**src/rtl/stage_id_queue.sv**
```systemverilog
// stage_id_queue: DEPTH-entry instruction buffer between IF and dispatch,
// followed by one registered RV32I decode stage with register-file read,
// flush, back-pressure, occupancy reporting and illegal-opcode flagging.

`ifndef STAGE_ID_QUEUE_DEFS
`define STAGE_ID_QUEUE_DEFS
`define OpBus        4:0
`define CatagoryBus  2:0
`define OpAdd    5'd0
`define OpSub    5'd1
`define OpSll    5'd2
`define OpSlt    5'd3
`define OpSltu   5'd4
`define OpXor    5'd5
`define OpSrl    5'd6
`define OpSra    5'd7
`define OpOr     5'd8
`define OpAnd    5'd9
`define OpBeq    5'd10
`define OpBne    5'd11
`define OpBlt    5'd12
`define OpBge    5'd13
`define OpBltu   5'd14
`define OpBgeu   5'd15
`define OpLb     5'd16
`define OpLh     5'd17
`define OpLw     5'd18
`define OpLbu    5'd19
`define OpLhu    5'd20
`define OpSb     5'd21
`define OpSh     5'd22
`define OpSw     5'd23
`define OpJal    5'd24
`define OpJalr   5'd25
`define CatagoryArith    3'd0
`define CatagoryShift    3'd1
`define CatagoryLogic    3'd2
`define CatagoryCompare  3'd3
`define CatagoryBranch   3'd4
`define CatagoryJump     3'd5
`define CatagoryLoad     3'd6
`define CatagoryStore    3'd7
`endif

module stage_id_queue #(
  parameter int DEPTH = 4,
  parameter int PTR_W = 2,
  parameter int XLEN  = 32
) (
  input  logic                clk_in,
  input  logic                rst_in,
  input  logic                rdy_in,
  input  logic                flush_in,
  input  logic                in_valid,
  output logic                in_ready,
  input  logic [XLEN-1:0]     in_pc,
  input  logic [31:0]         in_inst,
  input  logic [XLEN-1:0]     in_npc,
  input  logic                in_predict,
  output logic [4:0]          read_addr1,
  input  logic [XLEN-1:0]     read_data1,
  output logic [4:0]          read_addr2,
  input  logic [XLEN-1:0]     read_data2,
  output logic                out_valid,
  input  logic                out_ready,
  output logic [XLEN-1:0]     out_pc,
  output logic [XLEN-1:0]     out_npc,
  output logic                out_predict,
  output logic [`OpBus]       out_op,
  output logic [`CatagoryBus] out_catagory,
  output logic [4:0]          out_rs1_addr,
  output logic [4:0]          out_rs2_addr,
  output logic [4:0]          out_rd_addr,
  output logic                out_rs1_request,
  output logic                out_rs2_request,
  output logic [XLEN-1:0]     out_rs1_data,
  output logic [XLEN-1:0]     out_rs2_data,
  output logic [XLEN-1:0]     out_imm1,
  output logic [XLEN-1:0]     out_imm2,
  output logic                out_imm_rs1_sel,
  output logic                out_imm_rs2_sel,
  output logic                out_rd_write,
  output logic                out_rd_load,
  output logic                out_branch,
  output logic                out_jump,
  output logic                out_illegal,
  output logic [PTR_W:0]      occupancy
);

  localparam logic [PTR_W:0] FULL_CNT   = (PTR_W+1)'(DEPTH);
  localparam logic [6:0]     OPC_LUI    = 7'b0110111;
  localparam logic [6:0]     OPC_AUIPC  = 7'b0010111;
  localparam logic [6:0]     OPC_JAL    = 7'b1101111;
  localparam logic [6:0]     OPC_JALR   = 7'b1100111;
  localparam logic [6:0]     OPC_BRANCH = 7'b1100011;
  localparam logic [6:0]     OPC_LOAD   = 7'b0000011;
  localparam logic [6:0]     OPC_STORE  = 7'b0100011;
  localparam logic [6:0]     OPC_OPIMM  = 7'b0010011;
  localparam logic [6:0]     OPC_OP     = 7'b0110011;
  localparam logic [6:0]     OPC_FENCE  = 7'b0001111;
  localparam logic [6:0]     OPC_SYSTEM = 7'b1110011;

  // Widen a 32-bit sign-extended immediate to XLEN.
  function automatic logic [XLEN-1:0] sext32(input logic [31:0] v);
    sext32 = XLEN'($signed(v));
  endfunction

  // Buffer storage and pointers
  logic [XLEN-1:0] pc_mem_r   [DEPTH];
  logic [31:0]     inst_mem_r [DEPTH];
  logic [XLEN-1:0] npc_mem_r  [DEPTH];
  logic            pred_mem_r [DEPTH];
  logic [PTR_W-1:0] head_r;
  logic [PTR_W-1:0] tail_r;
  logic [PTR_W:0]   count_r;

  logic push_s;
  logic pop_s;

  // Head entry and its fields
  logic [XLEN-1:0] head_pc_s;
  logic [31:0]     head_inst_s;
  logic [XLEN-1:0] head_npc_s;
  logic            head_pred_s;
  logic [6:0]      opcode_s;
  logic [2:0]      funct3_s;
  logic [6:0]      funct7_s;
  logic [4:0]      rs1_s;
  logic [4:0]      rs2_s;
  logic [4:0]      rd_s;
  logic [XLEN-1:0] imm_i_s;
  logic [XLEN-1:0] imm_s_s;
  logic [XLEN-1:0] imm_b_s;
  logic [XLEN-1:0] imm_u_s;
  logic [XLEN-1:0] shamt_s;

  // Decoded bundle
  logic [`OpBus]       dec_op_s;
  logic [`CatagoryBus] dec_cat_s;
  logic                dec_rs1_req_s;
  logic                dec_rs2_req_s;
  logic                dec_rd_write_s;
  logic                dec_rd_load_s;
  logic                dec_branch_s;
  logic                dec_jump_s;
  logic                dec_illegal_s;
  logic                dec_sel1_s;
  logic                dec_sel2_s;
  logic [XLEN-1:0]     dec_imm1_s;
  logic [XLEN-1:0]     dec_imm2_s;
  logic [4:0]          dec_rs1_addr_s;
  logic [4:0]          dec_rs2_addr_s;
  logic [4:0]          dec_rd_addr_s;
  logic [XLEN-1:0]     dec_rs1_data_s;
  logic [XLEN-1:0]     dec_rs2_data_s;

  // No full-bypass: in_ready depends only on the registered count.
  assign in_ready  = (count_r != FULL_CNT);
  assign occupancy = count_r;
  assign push_s    = in_valid & in_ready & rdy_in;
  assign pop_s     = (count_r != {(PTR_W+1){1'b0}}) & (~out_valid | out_ready) & rdy_in;

  assign head_pc_s   = pc_mem_r[head_r];
  assign head_inst_s = inst_mem_r[head_r];
  assign head_npc_s  = npc_mem_r[head_r];
  assign head_pred_s = pred_mem_r[head_r];

  assign opcode_s = head_inst_s[6:0];
  assign rd_s     = head_inst_s[11:7];
  assign funct3_s = head_inst_s[14:12];
  assign rs1_s    = head_inst_s[19:15];
  assign rs2_s    = head_inst_s[24:20];
  assign funct7_s = head_inst_s[31:25];

  assign read_addr1 = rs1_s;
  assign read_addr2 = rs2_s;

  assign imm_i_s = sext32({{20{head_inst_s[31]}}, head_inst_s[31:20]});
  assign imm_s_s = sext32({{20{head_inst_s[31]}}, head_inst_s[31:25], head_inst_s[11:7]});
  assign imm_b_s = sext32({{19{head_inst_s[31]}}, head_inst_s[31], head_inst_s[7],
                           head_inst_s[30:25], head_inst_s[11:8], 1'b0});
  assign imm_u_s = sext32({head_inst_s[31:12], 12'd0});
  assign shamt_s = XLEN'(head_inst_s[24:20]);

  // Decode the head entry into the next output bundle.
  always_comb begin
    dec_op_s       = `OpAdd;
    dec_cat_s      = `CatagoryArith;
    dec_rs1_req_s  = 1'b0;
    dec_rs2_req_s  = 1'b0;
    dec_rd_write_s = 1'b0;
    dec_rd_load_s  = 1'b0;
    dec_branch_s   = 1'b0;
    dec_jump_s     = 1'b0;
    dec_illegal_s  = 1'b0;
    dec_sel1_s     = 1'b0;
    dec_sel2_s     = 1'b0;
    dec_imm1_s     = {XLEN{1'b0}};
    dec_imm2_s     = {XLEN{1'b0}};
    case (opcode_s)
      OPC_LUI: begin
        dec_rd_write_s = 1'b1;
        dec_imm2_s     = imm_u_s;
      end
      OPC_AUIPC: begin
        dec_rd_write_s = 1'b1;
        dec_imm1_s     = head_pc_s;
        dec_imm2_s     = imm_u_s;
      end
      OPC_JAL: begin
        dec_op_s       = `OpJal;
        dec_cat_s      = `CatagoryJump;
        dec_jump_s     = 1'b1;
        dec_rd_write_s = 1'b1;
        dec_imm1_s     = head_pc_s;
        dec_imm2_s     = XLEN'(32'd4);
      end
      OPC_JALR: begin
        dec_op_s       = `OpJalr;
        dec_cat_s      = `CatagoryJump;
        dec_jump_s     = 1'b1;
        dec_rd_write_s = 1'b1;
        dec_rs1_req_s  = 1'b1;
        dec_imm1_s     = head_pc_s;
        dec_imm2_s     = XLEN'(32'd4);
      end
      OPC_BRANCH: begin
        dec_cat_s     = `CatagoryBranch;
        dec_branch_s  = 1'b1;
        dec_rs1_req_s = 1'b1;
        dec_rs2_req_s = 1'b1;
        dec_sel1_s    = 1'b1;
        dec_sel2_s    = 1'b1;
        dec_imm1_s    = head_pc_s;
        dec_imm2_s    = imm_b_s;
        case (funct3_s)
          3'b001:  dec_op_s = `OpBne;
          3'b100:  dec_op_s = `OpBlt;
          3'b101:  dec_op_s = `OpBge;
          3'b110:  dec_op_s = `OpBltu;
          3'b111:  dec_op_s = `OpBgeu;
          default: dec_op_s = `OpBeq;
        endcase
      end
      OPC_LOAD: begin
        dec_cat_s      = `CatagoryLoad;
        dec_rs1_req_s  = 1'b1;
        dec_sel1_s     = 1'b1;
        dec_rd_write_s = 1'b1;
        dec_rd_load_s  = 1'b1;
        dec_imm2_s     = imm_i_s;
        case (funct3_s)
          3'b000:  dec_op_s = `OpLb;
          3'b001:  dec_op_s = `OpLh;
          3'b100:  dec_op_s = `OpLbu;
          3'b101:  dec_op_s = `OpLhu;
          default: dec_op_s = `OpLw;
        endcase
      end
      OPC_STORE: begin
        dec_cat_s     = `CatagoryStore;
        dec_rs1_req_s = 1'b1;
        dec_rs2_req_s = 1'b1;
        dec_sel1_s    = 1'b1;
        dec_sel2_s    = 1'b1;
        dec_imm2_s    = imm_s_s;
        case (funct3_s)
          3'b000:  dec_op_s = `OpSb;
          3'b001:  dec_op_s = `OpSh;
          default: dec_op_s = `OpSw;
        endcase
      end
      OPC_OPIMM: begin
        dec_rs1_req_s  = 1'b1;
        dec_sel1_s     = 1'b1;
        dec_rd_write_s = 1'b1;
        dec_imm2_s     = imm_i_s;
        case (funct3_s)
          3'b001: begin
            dec_op_s   = `OpSll;
            dec_cat_s  = `CatagoryShift;
            dec_imm2_s = shamt_s;
          end
          3'b101: begin
            dec_op_s   = (funct7_s != 7'd0) ? `OpSra : `OpSrl;
            dec_cat_s  = `CatagoryShift;
            dec_imm2_s = shamt_s;
          end
          3'b010: begin
            dec_op_s  = `OpSlt;
            dec_cat_s = `CatagoryCompare;
          end
          3'b011: begin
            dec_op_s  = `OpSltu;
            dec_cat_s = `CatagoryCompare;
          end
          3'b100: begin
            dec_op_s  = `OpXor;
            dec_cat_s = `CatagoryLogic;
          end
          3'b110: begin
            dec_op_s  = `OpOr;
            dec_cat_s = `CatagoryLogic;
          end
          3'b111: begin
            dec_op_s  = `OpAnd;
            dec_cat_s = `CatagoryLogic;
          end
          default: dec_op_s = `OpAdd;
        endcase
      end
      OPC_OP: begin
        dec_rs1_req_s  = 1'b1;
        dec_rs2_req_s  = 1'b1;
        dec_sel1_s     = 1'b1;
        dec_sel2_s     = 1'b1;
        dec_rd_write_s = 1'b1;
        case (funct3_s)
          3'b001: begin
            dec_op_s  = `OpSll;
            dec_cat_s = `CatagoryShift;
          end
          3'b101: begin
            dec_op_s  = (funct7_s != 7'd0) ? `OpSra : `OpSrl;
            dec_cat_s = `CatagoryShift;
          end
          3'b010: begin
            dec_op_s  = `OpSlt;
            dec_cat_s = `CatagoryCompare;
          end
          3'b011: begin
            dec_op_s  = `OpSltu;
            dec_cat_s = `CatagoryCompare;
          end
          3'b100: begin
            dec_op_s  = `OpXor;
            dec_cat_s = `CatagoryLogic;
          end
          3'b110: begin
            dec_op_s  = `OpOr;
            dec_cat_s = `CatagoryLogic;
          end
          3'b111: begin
            dec_op_s  = `OpAnd;
            dec_cat_s = `CatagoryLogic;
          end
          default: dec_op_s = head_inst_s[30] ? `OpSub : `OpAdd;
        endcase
      end
      // FENCE and SYSTEM are base-set opcodes with no architectural effect here.
      OPC_FENCE:  dec_op_s = `OpAdd;
      OPC_SYSTEM: dec_op_s = `OpAdd;
      default:    dec_illegal_s = 1'b1;
    endcase
  end

  // Register indices and operand data; unused or x0 sources read as zero.
  always_comb begin
    dec_rs1_addr_s = dec_rs1_req_s ? rs1_s : 5'd0;
    dec_rs2_addr_s = dec_rs2_req_s ? rs2_s : 5'd0;
    dec_rd_addr_s  = dec_rd_write_s ? rd_s : 5'd0;
    dec_rs1_data_s = (dec_rs1_req_s && (rs1_s != 5'd0)) ? read_data1 : {XLEN{1'b0}};
    dec_rs2_data_s = (dec_rs2_req_s && (rs2_s != 5'd0)) ? read_data2 : {XLEN{1'b0}};
  end

  // Buffer write port: store the IF entry on an accepted, unflushed push.
  always_ff @(posedge clk_in) begin
    if (!rst_in && push_s && !flush_in) begin
      pc_mem_r[tail_r]   <= in_pc;
      inst_mem_r[tail_r] <= in_inst;
      npc_mem_r[tail_r]  <= in_npc;
      pred_mem_r[tail_r] <= in_predict;
    end
  end

  // Head/tail pointers and occupancy count; flush empties the buffer.
  always_ff @(posedge clk_in) begin
    if (rst_in) begin
      head_r  <= {PTR_W{1'b0}};
      tail_r  <= {PTR_W{1'b0}};
      count_r <= {(PTR_W+1){1'b0}};
    end else if (rdy_in) begin
      if (flush_in) begin
        head_r  <= {PTR_W{1'b0}};
        tail_r  <= {PTR_W{1'b0}};
        count_r <= {(PTR_W+1){1'b0}};
      end else begin
        if (push_s) tail_r <= tail_r + PTR_W'(1);
        if (pop_s)  head_r <= head_r + PTR_W'(1);
        case ({push_s, pop_s})
          2'b10:   count_r <= count_r + (PTR_W+1)'(1);
          2'b01:   count_r <= count_r - (PTR_W+1)'(1);
          default: count_r <= count_r;
        endcase
      end
    end
  end

  // Output register: load on pop, drop valid once dispatch takes the bundle.
  always_ff @(posedge clk_in) begin
    if (rst_in) begin
      out_valid       <= 1'b0;
      out_pc          <= {XLEN{1'b0}};
      out_npc         <= {XLEN{1'b0}};
      out_predict     <= 1'b0;
      out_op          <= `OpAdd;
      out_catagory    <= `CatagoryArith;
      out_rs1_addr    <= 5'd0;
      out_rs2_addr    <= 5'd0;
      out_rd_addr     <= 5'd0;
      out_rs1_request <= 1'b0;
      out_rs2_request <= 1'b0;
      out_rs1_data    <= {XLEN{1'b0}};
      out_rs2_data    <= {XLEN{1'b0}};
      out_imm1        <= {XLEN{1'b0}};
      out_imm2        <= {XLEN{1'b0}};
      out_imm_rs1_sel <= 1'b0;
      out_imm_rs2_sel <= 1'b0;
      out_rd_write    <= 1'b0;
      out_rd_load     <= 1'b0;
      out_branch      <= 1'b0;
      out_jump        <= 1'b0;
      out_illegal     <= 1'b0;
    end else if (rdy_in) begin
      if (flush_in) begin
        out_valid <= 1'b0;
      end else if (pop_s) begin
        out_valid       <= 1'b1;
        out_pc          <= head_pc_s;
        out_npc         <= head_npc_s;
        out_predict     <= head_pred_s;
        out_op          <= dec_op_s;
        out_catagory    <= dec_cat_s;
        out_rs1_addr    <= dec_rs1_addr_s;
        out_rs2_addr    <= dec_rs2_addr_s;
        out_rd_addr     <= dec_rd_addr_s;
        out_rs1_request <= dec_rs1_req_s;
        out_rs2_request <= dec_rs2_req_s;
        out_rs1_data    <= dec_rs1_data_s;
        out_rs2_data    <= dec_rs2_data_s;
        out_imm1        <= dec_imm1_s;
        out_imm2        <= dec_imm2_s;
        out_imm_rs1_sel <= dec_sel1_s;
        out_imm_rs2_sel <= dec_sel2_s;
        out_rd_write    <= dec_rd_write_s;
        out_rd_load     <= dec_rd_load_s;
        out_branch      <= dec_branch_s;
        out_jump        <= dec_jump_s;
        out_illegal     <= dec_illegal_s;
      end else if (out_ready) begin
        out_valid <= 1'b0;
      end
    end
  end

endmodule

```
**config.mk**
```make
export PLATFORM = sky130hd
export DESIGN_NAME = stage_id_queue
export DESIGN_NICKNAME = d
export VERILOG_FILES = /design/src/rtl/stage_id_queue.sv
export SDC_FILE = /design/constraint.sdc
export NUM_CORES = 1
export LEC_CHECK = 0
export BUFFER_PORTS_ARGS = -buffer_cell sky130_fd_sc_hd__buf_2
export CAP_MARGIN = 20
export CELL_PAD_IN_SITES_DETAIL_PLACEMENT = 2
export CELL_PAD_IN_SITES_GLOBAL_PLACEMENT = 2
export CORE_MARGIN = 8
export CORE_UTILIZATION = 30
export CTS_BUF_LIST = sky130_fd_sc_hd__clkbuf_4
export DETAILED_ROUTE_END_ITERATION = 16
export PLACE_DENSITY_LB_ADDON = 0.1
export SLEW_MARGIN = 20
export SYNTH_ARGS = -nofsm -noshare
export SYNTH_HDL_FRONTEND = slang
export SYNTH_SLANG_ARGS = --single-unit
```
**constraint.sdc**
```tcl
create_clock -name clk_in -period 5.1 [get_ports clk_in]
set_input_delay 1.02 -clock clk_in [delete_from_list [all_inputs] [get_ports clk_in]]
set_output_delay 1.02 -clock clk_in [all_outputs]
set_load 0.005 [all_outputs]
```
## Word level (Yosys, flattened, before mapping)

Memory sizes are Yosys's and may differ from the RTL's. A register that Yosys moved wholly into a read port is not among the register bits.
Index checks and enable logic that the tools add are counted.

| storage, ports and cells | value |
|---|---|
| memory bits (writable) | 388 |
| register bits | 199 |
| output and inout port bits | 240 |
| bits of input ports | 167 |
| memories kept | 4 |
| logic and storage cells | 131 |

| cells by class | value |
|---|---|
| bitwise operators | 7 |
| equal/unequal tests | 21 |
| $add $sub $neg | 4 |
| reduce and logical (&&, ||, !) cells | 32 |
| multiplexer cells | 41 |

Memories:

| name | depth | width | rd ports | clocked after Yosys merged registers in | write ports | RTL line | RTL |
|---|---|---|---|---|---|---|---|
| inst_mem_r | 4 | 32 | 1 | 1 | 1 | 110 | `logic [31:0] inst_mem_r [DEPTH];` |
| npc_mem_r | 4 | 32 | 1 | 1 | 1 | 111 | `logic [XLEN-1:0] npc_mem_r [DEPTH];` |
| pc_mem_r | 4 | 32 | 1 | 1 | 1 | 109 | `logic [XLEN-1:0] pc_mem_r [DEPTH];` |
| pred_mem_r | 4 | 1 | 1 | 1 | 1 | 112 | `logic pred_mem_r [DEPTH];` |

Operators with widths:

| kind | count |
|---|---|
| 32-bit case mux with 6 select lines | 1 |
| 32-bit two-way mux | 4 |
| 4-bit case mux with 7 select lines | 2 |
| 5-bit case mux with 7 select lines | 1 |
| 3-bit case mux with 5 select lines | 2 |
| 7-bit equality test (second input constant) | 4 |
| 7-bit by 6-bit equality test with 1-bit output (second input constant) | 3 |
| 2-bit two-way mux | 8 |
| 1-bit two-way mux | 15 |
| 5-bit two-way mux | 3 |
| 7-bit by 5-bit equality test with 1-bit output (second input constant) | 2 |
| 3-bit equality test (second input constant) | 4 |
| 3-bit case mux with 4 select lines | 1 |
| 11-bit OR reduction | 1 |
| 5-bit nonzero test | 2 |
| 2-bit OR reduction | 5 |
| 3-bit nonzero test | 3 |
| 2-bit AND reduction | 4 |
| 7-bit by 2-bit equality test with 1-bit output (second input constant) | 1 |
| 7-bit by 4-bit equality test with 1-bit output (second input constant) | 1 |
| 7-bit nonzero test | 1 |
| 7-bit OR reduction | 1 |
| 3-bit by 2-bit equality test with 1-bit output (second input constant) | 2 |
| 2-bit case mux with 3 select lines | 1 |
| 22 further kinds | 33 |

## Logic depth before layout (Yosys ltp)

Gate-level depths: netlist (run 1).

| logic depth | value |
|---|---|
| word-level depth | 8 |
| gate-level depth with buffers | 10 |
| gate-level depth less buffers | 8 |

## Worst setup path before layout (run 1)

Ideal clock, no wire load.

| path | value |
|---|---|
| path kind | input to register |
| start | input port rdy_in |
| end | memory inst_mem_r[0][0], enable pin |
| arrival time | 3.949 ns |
| stages | 4 |
| library setup time | 0.467 ns |
| slack | 0.685 ns |
| required time | 4.633 ns |
| buffers on the path | 1 |
| path through | clkbuf_1 nand3_1 nor3_1 and2_1 |

| between the ends | value |
|---|---|
| cells in the longest elaborated chain, start to end | 5 |

RTL lines:

| what | RTL line | RTL |
|---|---|---|
| from (decl) | 52 | `input logic rdy_in,` |
| 1-bit bitwise AND | 160 | `assign push_s = in_valid & in_ready & rdy_in;` |
| 1-bit logical AND (2 in a row) | 368 | `if (!rst_in && push_s && !flush_in) begin` |
| 1-bit two-way mux | 368 |  |
| 1-bit two-way mux (not written as such) | 370 | `inst_mem_r[tail_r] <= in_inst;` |
| to (decl) | 110 |  |

No other way between the ends.

==> results.sh, run 1 <==
export IMPL_status="finished, final reports clean"
export IMPL_postCtsResizedCells=0
export IMPL_share_comb_of_total_power_pct=3.5
export IMPL_worstPathArrival_ns=2.57
export IMPL_drtPass1Iterations=4
export IMPL_die_x_um=291
export IMPL_seqPwrFrac_pct=51.9
export IMPL_switchingPower_mw=2.36
export IMPL_relSlewSlack_pct=38.0
export IMPL_met3WireLength_mm=5.28
export IMPL_ios=407
export IMPL_met1_length_mm=30.9
export IMPL_portBuffers=406
export IMPL_hold_buffers=0
export IMPL_first_iter_violations=605
export IMPL_core_area_um2=74600
export IMPL_hold_viol=0
export IMPL_tns_ns=0
export IMPL_grt_overflow_total=0
export IMPL_path_class="flip-flop to primary output"
export IMPL_cts_root_buffer="clkbuf_4"
export IMPL_period_share_pct=70.3
export IMPL_fmax_ghz=0.279
export IMPL_area_delta_synth_final_pct=23.9
export IMPL_synth_edf_count=388
export IMPL_dr_wl_met2_mm=36.7
export IMPL_async_flop_share_pct=0
export IMPL_clkPwrFrac_pct=44.6
export IMPL_synthCells=1466
export IMPL_holdWs_ns=0.293
export IMPL_nets=2146
export IMPL_ys_seq_area_share_pct=72.2
export IMPL_finClkSkew_ns=0.0656
export IMPL_htree_levels=4
export IMPL_avgSynthCellArea_um2=15.4
export IMPL_clk_pin_slew_worst_paths_ns=0.07
export IMPL_wl_per_cell_um=24.1
export IMPL_rsz0062_at_grt="false"
export IMPL_instances_no_fill=3095
export IMPL_final_util_pct=37.6
export IMPL_numCtsBuffers=173
export IMPL_intPower_mw=8.02
export IMPL_dpl_cell_count=2767
export IMPL_yosys_cell_types_count=68
export IMPL_layout_common_cells="buf_2, edfxtp_1, clkbuf_4"
export IMPL_hold_start="read_data2[17]"
export IMPL_antenna_found_initial=23
export IMPL_p_per_area_nw_per_um2=370
export IMPL_cts_tree="built"
export IMPL_setup_ws_ns=1.51
export IMPL_top_layer_used="met5"
export IMPL_place_congestion=0.801
export IMPL_maxCapViolCount=0
export IMPL_required_ns=4.08
export IMPL_crit_path_start_kind="flip-flop"
export IMPL_cts_sinks=622
export IMPL_ant_nets=0
export IMPL_vias=14998
export IMPL_syn_area_um2=22600
export IMPL_cts_setup_buffers=0
export IMPL_grt_pass1_wl_mm=111
export IMPL_post_place_ws_ns=1.56
export IMPL_reg_largest_list="inst_mem_r (128), npc_mem_r (128), pc_mem_r (128)"
export IMPL_post_route_min_period_ns=3.59
export IMPL_rows=100
export IMPL_critPathCaptureType="primary output"
export IMPL_synth_fp_nets=1638
export IMPL_clockBufferDepth=3
export IMPL_layout_drive_gt1_share_pct=39.4
export IMPL_sw_frac_of_total_pct=22.7
export IMPL_routed_via_density=4.85
export IMPL_power_leakage_nw=10.3
export IMPL_dieHeight_um=291
export IMPL_grt_max_degree=114
export IMPL_tightest_slew_ns=0.930
export IMPL_drc=0
export IMPL_drt_wl_total_mm=74.5
export IMPL_grt_pass1_vias=16689
export IMPL_mostFrequentLayoutCell="buf_2"
export IMPL_cp_max_fo=28
export IMPL_yosys_warnings=0
export IMPL_finalMaxSlewViolations=0
export IMPL_hold_class="input port to flip-flop"
export IMPL_ys_dominant_reg_cell="edfxtp_1"
export IMPL_die_area_um2=84500
export IMPL_worstSkewPairLatency_ns=0.95
export IMPL_grtUsageTotal_pct=17.4
export IMPL_setup_viol=0
export IMPL_hpwl_mm=49.6
export IMPL_synth_seq_cells=622
export IMPL_start_util_pct=30.4
export IMPL_peakVddDrop_uv=167
routing by layer:
metal	up-vias	track usage, %
met5	-	0
met4	16	5.64
met3	144	6.57
met2	470	29.6
met1	7615	20.2
li1	6753	-
power by group through the flow:
stage | registers (mW) | logic, mW | clock network [mW]
2_1_floorplan | 5.50 | 0.174 | 0
3_3_place_gp | 5.50 | 0.359 | 0
3_5_place_dp | 5.50 | 0.369 | 0
4_1_cts | 5.39 | 0.371 | 4.86
5_1_grt | 5.39 | 0.396 | 5.09
6_report | 5.39 | 0.360 | 4.63
logic make-up (layout without fill, tap and decap cells):
kind of cell    after synthesis  count (layout)  share of synthesized area (%)
fa+ha+maj                     5               5                          0.310
mux                         100             100                           9.78
buf+inv                     105             758                           2.30
other cells                   0               7                              0
simple gates                339             339                           6.78
compound gates              294             294                           8.62
xor+xnor                      1               1                         0.0387
flops                       622             622                           72.2
worst paths after layout:
kind,to,slack [ns],cells after the start
worst min register to register,out_imm2[26]$_SDFFE_PP0P_,0.45,2
worst max-delay path,read_addr2[3],1.51,2
worst max register to register,out_imm1[16]$_SDFFE_PP0P_,1.68,7
worst min-delay path,out_rs2_data[17]$_SDFFE_PP0P_,0.29,2
Yosys cell counts (4+ instances only):
| cell type | n | area (um^2) |
|---|---|---|
| a22o_1 | 81 | 709 |
| o21ai_0 | 34 | 170 |
| a32o_1 | 6 | 60.1 |
| buf_2 | 6 | 30.0 |
| ha_1 | 4 | 50.1 |
| nand2_1 | 218 | 818 |
| a22oi_1 | 5 | 37.5 |
| nor2b_1 | 20 | 125 |
| nand4_1 | 19 | 119 |
| clkbuf_1 | 65 | 244 |
| o21ai_1 | 8 | 40.0 |
| a21oi_1 | 121 | 606 |
| nor3_1 | 9 | 45.0 |
| nor2_1 | 30 | 113 |
| buf_6 | 7 | 78.8 |
| and2_1 | 9 | 56.3 |
| inv_1 | 7 | 26.3 |
| dfxtp_1 | 234 | 4680 |
| nand2b_1 | 4 | 25.0 |
| nand3_1 | 7 | 35.0 |
| mux4_2 | 97 | 2180 |
| edfxtp_1 | 388 | 11700 |
| a31oi_1 | 4 | 25.0 |
| buf_1 | 8 | 30.0 |
| buf_4 | 9 | 67.6 |
area by class of cell:
| class | count | area, um^2 |
|---|---|---|
| Clock inverter | 48 | 258 |
| Antenna cell | 7 | 17.5 |
| Multi-Input combinational cell | 739 | 5830 |
| Inverter | 7 | 26.3 |
| Timing Repair Buffer | 431 | 2310 |
| Clock buffer | 272 | 2040 |
| Tap cell | 969 | 1210 |
| Sequential cell | 622 | 16300 |
| Fill cell | 7716 | 46500 |
per-stage QoR:
step	total power, mW	cell area (um^2)
final	10.4	28000
after global placement	5.86	25700
after CTS	10.6	28000
after detailed placement	5.87	25700
after floorplan	5.67	22600
after global routing	10.9	28000
worst max-delay path, cell delays in order, from the launching register on:
cell	delay [ns]
dfxtp_4	0.73
mux4_2	0.73
buf_2	0.18
(Power assumes the default switching activity.)
==> inputs of run 2 (changes only) <==
- clock period: 5.1 -> 3.3 ns (I/O delays scaled with it)
==> run 2 against run 1 <==
Critical path depth grew 1. Design area grew 7.2%. Die area is the same. First-iteration DRC count shrank 4.8%. Cell count grew 6.2%. Power grew 59%. Combinational power grew 110%. Critical path type unchanged.
==> results.sh, run 2 (synthesis gave the netlist of run 1 again) <==
export IMPL_setup_viol=0
export IMPL_tightest_slew_ns=0.816
export IMPL_maxCapViolCount=0
export IMPL_wl_per_cell_um=23.4
export IMPL_nets=2337
export IMPL_holdWs_ns=0.169
export IMPL_antenna_found_initial=8
export IMPL_grtUsageTotal_pct=17.9
export IMPL_fmax_ghz=0.326
export IMPL_final_util_pct=40.3
export IMPL_critPathCaptureType="primary output"
export IMPL_worstPathArrival_ns=2.41
export IMPL_hpwl_mm=49.6
export IMPL_post_route_min_period_ns=3.07
export IMPL_numCtsBuffers=178
export IMPL_cp_max_fo=17
export IMPL_first_iter_violations=576
export IMPL_dpl_cell_count=2788
export IMPL_post_place_ws_ns=0.304
export IMPL_fin_area_um2=30100
export IMPL_hold_class="input port to flip-flop"
export IMPL_period_share_pct=92.9
export IMPL_crit_path_start_kind="flip-flop"
export IMPL_grt_max_degree=112
export IMPL_clockBufferDepth=3
export IMPL_ant_nets=0
export IMPL_grt_pass1_vias=17950
export IMPL_instances_no_fill=3287
export IMPL_routed_via_density=4.80
export IMPL_die_x_um=291
export IMPL_tns_ns=0
export IMPL_drc=0
export IMPL_peakVddDrop_uv=258
export IMPL_drtPass1Iterations=4
export IMPL_dpl_instance_area_um2=26000
export IMPL_cts_tree="built"
export IMPL_layout_drive_gt1_share_pct=38.1
export IMPL_dieHeight_um=291
export IMPL_power_leakage_nw=11.2
export IMPL_path_class="flip-flop to primary output"
export IMPL_die_area_um2=84500
export IMPL_drt_wl_total_mm=77.0
export IMPL_place_congestion=0.773
export IMPL_finalMaxSlewViolations=0
export IMPL_p_per_area_nw_per_um2=550
export IMPL_clk_pin_slew_worst_paths_ns=0.06
export IMPL_finClkSkew_ns=0.0645
export IMPL_vias=15789
export IMPL_setup_ws_ns=0.233
export IMPL_cts_sinks=622
export IMPL_cts_root_buffer="clkbuf_4"
export IMPL_hold_viol=0
export IMPL_htree_levels=4
export IMPL_mostFrequentLayoutCell="buf_2"
export IMPL_rows=100
export IMPL_core_area_um2=74600
export IMPL_ios=407
export IMPL_worstSkewPairLatency_ns=0.97
export IMPL_layout_common_cells="buf_2, edfxtp_1, clkbuf_4"
export IMPL_grt_pass1_wl_mm=116
export IMPL_start_util_pct=30.4
export IMPL_portBuffers=406
export IMPL_status="finished, final reports clean"
export IMPL_area_delta_synth_final_pct=32.7
export IMPL_grt_overflow_total=0
export IMPL_relSlewSlack_pct=45.5
export IMPL_fill_cells=7571
export IMPL_reg_largest_list="inst_mem_r (128), npc_mem_r (128), pc_mem_r (128)"
export IMPL_rsz0062_at_grt="false"
export IMPL_power_total_mw=16.5
export IMPL_required_ns=2.64
[run 2: final timing paths]
kind / start / to / slack, ns / cells past startpoint
setup / recovery: flip-flop / read_addr2[2] / 0.23 / 3
hold / removal: rdy_in / flip-flop / 0.17 / 2
setup reg to reg: flip-flop / out_rs2_data[5]$_SDFFE_PP0P_ / 0.24 / 8
hold reg to reg: out_imm2[1]$_SDFFE_PP0P_ / out_imm2[1]$_SDFFE_PP0P_ / 0.44 / 2
[run 2: report_power, final]
part	internal [mW]	switching (mW)	total, mW
Combinational	0.343	0.409	0.752
Clock	4.08	3.37	7.45
Sequential	8.30	0.0274	8.33
Total	12.7	3.81	16.5
[run 2: metal layers]
layer	vias to the layer above	share of wire [%]	GRT usage, %
met4	2	2.3	6.40
li1	7127	-	-
met2	476	49	30.5
met1	8059	42	21.2
met5	-	0.017	0
met3	125	6.2	5.69
[run 2: final cells by class]
class,count,area [um^2],share of cell area (%)
Antenna cell,6,15.0,0.0500
Clock buffer,292,2190,7.29
Clock inverter,35,209,0.695
Inverter,7,26.3,0.0874
Multi-Input combinational cell,739,5820,19.4
Sequential cell,622,16300,54.4
Tap cell,969,1210,4.03
Timing Repair Buffer,617,4230,14.1
[run 2: worst max-delay path: stages (launching register included)]
cell and delay (ns):
dfxtp_4 0.52, buf_4 0.31, mux4_2 0.46, buf_2 0.18
[run 2: timing repair]
item	CTS	global route
hold buffers	163	0
endpoints found under the hold margin	459	0
setup buffers	3	0
gates resized for setup	0	0
setup endpoints to repair	7	0
